<file path="config.mk">
export PLATFORM = sky130hd
export DESIGN_NAME = counter_cmd_sequencer
export DESIGN_NICKNAME = d
export VERILOG_FILES = /design/src/rtl/counter_seq_pkg.sv /design/src/rtl/counter_cmd_sequencer_step_ctr.sv /design/src/rtl/counter_cmd_sequencer.sv
export SDC_FILE = /design/constraint.sdc
export NUM_CORES = 1
export LEC_CHECK = 0
export CORE_ASPECT_RATIO = 1.75
export CORE_UTILIZATION = 25
export CTS_CLUSTER_SIZE = 30
export DETAILED_ROUTE_END_ITERATION = 10
export GPL_TIMING_DRIVEN = 0
export HOLD_SLACK_MARGIN = 0.06
export PLACE_DENSITY = 0.42
export RECOVER_POWER = 100
export SETUP_SLACK_MARGIN = 0.4
export SLEW_MARGIN = 15
export SYNTH_ARGS = -nofsm -noshare
export SYNTH_HDL_FRONTEND = slang
export SYNTH_HIERARCHICAL = 1
export SYNTH_SLANG_ARGS = --single-unit
</file>
<file path="constraint.sdc">
create_clock -name clk -period 9.45 [get_ports clk]
set_input_delay 2.3625 -clock clk [delete_from_list [all_inputs] [get_ports clk]]
set_output_delay 2.3625 -clock clk [all_outputs]
set_load 0.03 [all_outputs]
</file>
<file path="src/rtl/counter_seq_pkg.sv">
// Shared types and constants for the counter command sequencer.
//   cmd_op_e : command opcodes carried on cmd_op
//   state_e  : sequencer FSM states
//   DEFAULT_WIDTH : default counter/data width
package counter_seq_pkg;

  localparam int unsigned DEFAULT_WIDTH = 16;

  typedef enum logic [1:0] {
    OP_LOAD = 2'b00,
    OP_UP   = 2'b01,
    OP_DOWN = 2'b10,
    OP_GOTO = 2'b11
  } cmd_op_e;

  typedef enum logic [1:0] {
    S_IDLE,
    S_LOAD,
    S_RUN,
    S_DONE
  } state_e;

endpackage

</file>
<file path="src/rtl/counter_cmd_sequencer_step_ctr.sv">
// Remaining-step counter for the sequencer RUN phase.
// Ports:
//   clk, rst_  : clock, synchronous active-low reset (count cleared)
//   load       : load load_val (has priority over dec)
//   load_val   : step count to load
//   dec        : decrement by one (ignored when already zero)
//   zero       : count is zero
//   last       : count is one, i.e. the next decrement finishes the run
module cnt_seq_step_ctr #(
  parameter int unsigned WIDTH = 16
) (
  input  logic             clk,
  input  logic             rst_,
  input  logic             load,
  input  logic [WIDTH-1:0] load_val,
  input  logic             dec,
  output logic             zero,
  output logic             last
);

  logic [WIDTH-1:0] count;

  always_ff @(posedge clk) begin
    if (!rst_) begin
      count <= '0;
    end else if (load) begin
      count <= load_val;
    end else if (dec && !zero) begin
      count <= count - WIDTH'(1);
    end
  end

  assign zero = (count == '0);
  assign last = (count == WIDTH'(1));

endmodule

</file>
<file path="src/rtl/counter_cmd_sequencer.sv">
// Command sequencer driving the control pins of a loadable up/down counter.
// Accepts LOAD/UP/DOWN/GOTO commands over valid/ready and produces the
// counter's ld_cnt/updn_cnt/count_enb/data_in cycle-exactly.
// Ports:
//   clk, rst_            : clock, synchronous active-low reset
//   cmd_valid/cmd_ready  : command handshake (accepted only in IDLE)
//   cmd_op, cmd_arg      : opcode and argument (value / step count / target)
//   pause                : stalls counting while in RUN
//   cnt_q                : counter data_out feedback, used by GOTO
//   data_in, ld_cnt      : load value and active-low load strobe to counter
//   updn_cnt, count_enb  : count direction (1=up) and enable to counter
//   busy, done           : not-idle flag, one-cycle completion pulse
module counter_cmd_sequencer #(
  parameter int unsigned WIDTH = counter_seq_pkg::DEFAULT_WIDTH
) (
  input  logic             clk,
  input  logic             rst_,
  input  logic             cmd_valid,
  output logic             cmd_ready,
  input  logic [1:0]       cmd_op,
  input  logic [WIDTH-1:0] cmd_arg,
  input  logic             pause,
  input  logic [WIDTH-1:0] cnt_q,
  output logic [WIDTH-1:0] data_in,
  output logic             ld_cnt,
  output logic             updn_cnt,
  output logic             count_enb,
  output logic             busy,
  output logic             done
);

  import counter_seq_pkg::*;

  state_e           state;
  state_e           state_nxt;
  cmd_op_e          op;
  logic             accept;
  logic             goto_up;
  logic [WIDTH-1:0] goto_dist;
  logic [WIDTH-1:0] run_steps;
  logic             run_up;
  logic [WIDTH-1:0] data_q;
  logic             updn_q;
  logic             steps_zero;
  logic             steps_last;

  assign op     = cmd_op_e'(cmd_op);
  assign accept = cmd_valid && cmd_ready;

  // GOTO becomes a relative move: cnt_q is stable in IDLE, so the distance
  // computed at accept is exact.
  assign goto_up   = (cmd_arg >= cnt_q);
  assign goto_dist = goto_up ? (cmd_arg - cnt_q) : (cnt_q - cmd_arg);
  assign run_steps = (op == OP_GOTO) ? goto_dist : cmd_arg;
  assign run_up    = (op == OP_UP) || ((op == OP_GOTO) && goto_up);

  cnt_seq_step_ctr #(
    .WIDTH (WIDTH)
  ) u_step_ctr (
    .clk      (clk),
    .rst_     (rst_),
    .load     (accept && (op != OP_LOAD)),
    .load_val (run_steps),
    .dec      (count_enb),
    .zero     (steps_zero),
    .last     (steps_last)
  );

  always_comb begin
    state_nxt = state;
    case (state)
      S_IDLE: begin
        if (accept) begin
          if (op == OP_LOAD)           state_nxt = S_LOAD;
          else if (run_steps == '0)    state_nxt = S_DONE;
          else                         state_nxt = S_RUN;
        end
      end
      S_LOAD:  state_nxt = S_DONE;
      // Leave on the edge that consumes the final step so enables span
      // exactly N non-paused cycles.
      S_RUN: begin
        if (steps_zero || (count_enb && steps_last)) state_nxt = S_DONE;
      end
      S_DONE:  state_nxt = S_IDLE;
      default: state_nxt = S_IDLE;
    endcase
  end

  always_ff @(posedge clk) begin
    if (!rst_) begin
      state  <= S_IDLE;
      data_q <= '0;
      updn_q <= 1'b1;
    end else begin
      state <= state_nxt;
      if (accept && (op == OP_LOAD)) begin
        data_q <= cmd_arg;
      end else if (state == S_LOAD) begin
        data_q <= '0;
      end
      if (accept && (op != OP_LOAD)) begin
        updn_q <= run_up;
      end
    end
  end

  assign data_in   = data_q;
  assign ld_cnt    = (state != S_LOAD);
  assign updn_cnt  = updn_q;
  assign count_enb = (state == S_RUN) && !pause;
  assign busy      = (state != S_IDLE);
  assign done      = (state == S_DONE);
  assign cmd_ready = rst_ && (state == S_IDLE);

endmodule

</file>
==> flow_summary.yaml <==
run_status:
  status: "finished clean"
worst_setup_path:
  rr_startpoint: "u_step_ctr/count[0]$_SDFFE_PN0P_"
  ff2ff_path_depth: 10
  critPathRequiredTime_ps: 7090
  reg2reg_to: "state[0]$_SDFFE_PN0P_"
  ff2ff_setup_slack_ps: 6060
  crit_path_start_kind: "primary input"
  cp.arrival_ps: 4080
  crit_path_end_kind: "output port"
  crit_path_max_fanout: 8
  critPathKind: "primary input to output port"
yosys:
  synth_edf_count: 0
  syn-num-nets: 566
  yosysMostFrequentCell: "a21oi_1"
  synthDistinctLibCells: 57
  yosys_register_bits: 35
  synth_fa_ha_area_share_pct: 14.40
  yosysTopAreaCell: "dfxtp_1"
  synth.area.top_cells: "dfxtp_1 20%, ha_1 13%, a21oi_1 8.9%"
  async_reset_ff_share_pct: 0
  synth.avg_cell_area_um2: 7.335
  muxShareOfSynthArea_pct: 3.111
  syn_inst: 488
  synth_top_family_by_area: "simple AND/OR/NAND/NOR gates"
  synth_compound_area_share_pct: 23.38
  synth.top_cell.area_share_pct: 19.57
  synth-simple-area-share_pct: 25.55
  ys_seq_area_share_pct: 19.57
  synth_area_mm2: 0.003580
  yosysWarnings: 6
  synth_common_cells: "64 x a21oi_1, 46 x inv_1, 41 x nand2_1"
  ys.flop_type: "dfxtp_1"
  synth-xor-area-share_pct: 6.117
sta:
  hold_viol: 0
  hold_ws_ps: 531.9
  setup_ws_ps: 3008
  max_slew_margin_pct: 50.97
  fin_worst_skew_ps: 5.634
  worst_pin_slew_ps: 735.4
  drv_slew: 0
  rsz0062_at_grt: "false"
  fin_crit_sh_pct: 68.17
  setup-tns-final_ps: 0
  finalCriticalPeriod_ps: 6442
  setup_viol: 0
  fmax_ghz: 0.1552
clock_tree:
  clock_path_buffers: 2
  clk_latency_ps: 280
  post_cts_buffers: 0
  numCtsBuffers: 5
  cts.repair.resized: 0
  clock_sinks: 35
  clk_pin_slew_worst_paths_ps: 60
  cts_tree: "done"
  ctsHoldBuffers: 0
  h-tree-depth: 2
  cts-root-buf: "clkbuf_16"
power_and_ir_drop:
  p_leak_nw: 1.859
  p_switching_mw: 0.3114
  ir_drop_uv: 65.30
  p_seq_share_pct: 26.4
  cellPowerDensity_mw_per_mm2: 160.1
  finalPower_mw: 0.7246
  power.share.switching_pct: 42.98
  p_comb_share_pct: 50.5
  p_int_mw: 0.4132
  clkPwrFrac_pct: 23.1
grt:
  grtUsageTotal_pct: 17.00
  gr-total-overflow: 0
  grt_max_degree: 14
  grt_antenna_before_repair: 0
  grt_pass1_wl_mm: 19.52
  grt_pass1_vias: 3691
run:
  maxCapViolCount: 0
detailed_routing:
  routedWlPerCell_um: 16.97
  vias_per_cell: 4.990
  drtPass1Iterations: 4
  wl_met1_mm: 4.482
  drt-total-wl_mm: 12.42
  num_vias: 3653
  route.met2.wl_mm: 7.189
  route.antenna.remaining_nets: 0
  drt_iter0_drc: 152
  highest_layer: "met4"
  met3_length_um: 277
  post-route-drc-count: 0
placement:
  dp_cells: 724
  gp_congestion: 0.8311
  pre_cts_ws_ps: 3119
  place_hpwl_mm: 10.34
  placed_area_mm2: 0.004392
  port_buffers: 59
final_layout:
  syn_to_final_growth_pct: 26.39
  final_cells: 732
  post-route-util_pct: 32.53
  layout-drive-gt1-share_pct: 3.964
  diodes: 0
  postLayoutCellArea_mm2: 0.004524
  nNetsFinal: 632
die:
  core_mm2: 0.01391
  start_util_pct: 25.74
  pin_count: 60
  dieArea_mm2: 0.01482
  fp.dieW_um: 92.46
  die_h_um: 160.3
  rows: 57
worst_hold_path:
  hp-start: "updn_cnt$_SDFFE_PN1P_"
  worstHoldPathType: "flop to flop"
  hold_end: "updn_cnt$_SDFFE_PN1P_"
  whs_path_depth: 2
cell families (layout without fill, tap and decap cells):
kind of cell | after synthesis | count (layout)
fa+ha+maj | 40 | 40
buf+inv | 71 | 138
compound gates | 144 | 144
flops | 35 | 35
xor+xnor | 25 | 25
mux | 11 | 11
simple gates | 162 | 162
worst max-delay path, cell delays in order:
cell and delay, ps:
dlygate4sd3_1 750, and2_0 210, dlygate4sd3_1 750
power by group through the flow:
stage	clock, mW	combinational (mW)	sequential (mW)
global placement	0	0.371	0.194
CTS	0.172	0.374	0.191
floorplan	0	0.257	0.194
detailed placement	0	0.372	0.195
finish	0.167	0.366	0.191
global route	0.177	0.403	0.195
cells in the final DEF (no fill, tap or decap), types with 5 or more instances in the layout:
cell type,netlist,layout
nor3_1,11,11
o21ai_0,35,37
nand2_1,41,41
xnor2_1,21,21
a21oi_1,64,64
nor4_1,11,11
clkbuf_16,0,5
nor3b_1,18,18
nand3_1,7,7
clkbuf_1,20,22
nor2_1,21,21
a31oi_1,5,5
clkdlybuf4s50_1,0,34
inv_1,46,46
dfxtp_1,35,35
ha_1,38,38
mux2i_1,10,10
nor2b_1,20,20
dlygate4sd3_1,0,25
a211oi_1,10,10
state kept, by name (all words and copies together), names as in the netlist:
name / cells
updn_cnt: 1
u_step_ctr/count: 16
data_in: 16
state: 2
worst max-delay path by stage:
stage,start,cells after the start,slack (ps),to
3_5_place_dp,rst_,3,3120,cmd_ready
3_3_place_gp,rst_,3,3110,cmd_ready
4_1_cts,rst_,3,3120,cmd_ready
6_report,rst_,3,3010,cmd_ready
5_1_grt,cmd_arg[3],15,2690,state[0]$_SDFFE_PN0P_
2_1_floorplan,pause,1,4120,count_enb
layer usage:
layer | track usage [%] | vias up
met4 | 7.457 | 0
li1 | - | 1854
met2 | 34.28 | 63
met1 | 16.81 | 1714
met3 | 1.705 | 22
met5 | 0 | -
layout make-up:
cell class | count | area (um^2)
buffer | 25 | 97.59
clock buffer | 5 | 125.1
clock inverter | 3 | 23.77
fill | 1529 | 9383
inverter | 46 | 172.7
multi-input combinational | 382 | 2592
sequential | 35 | 700.7
tap | 177 | 221.5
timing repair buffer | 59 | 590.6
No activity file was read; power rests on OpenSTA's default activity.
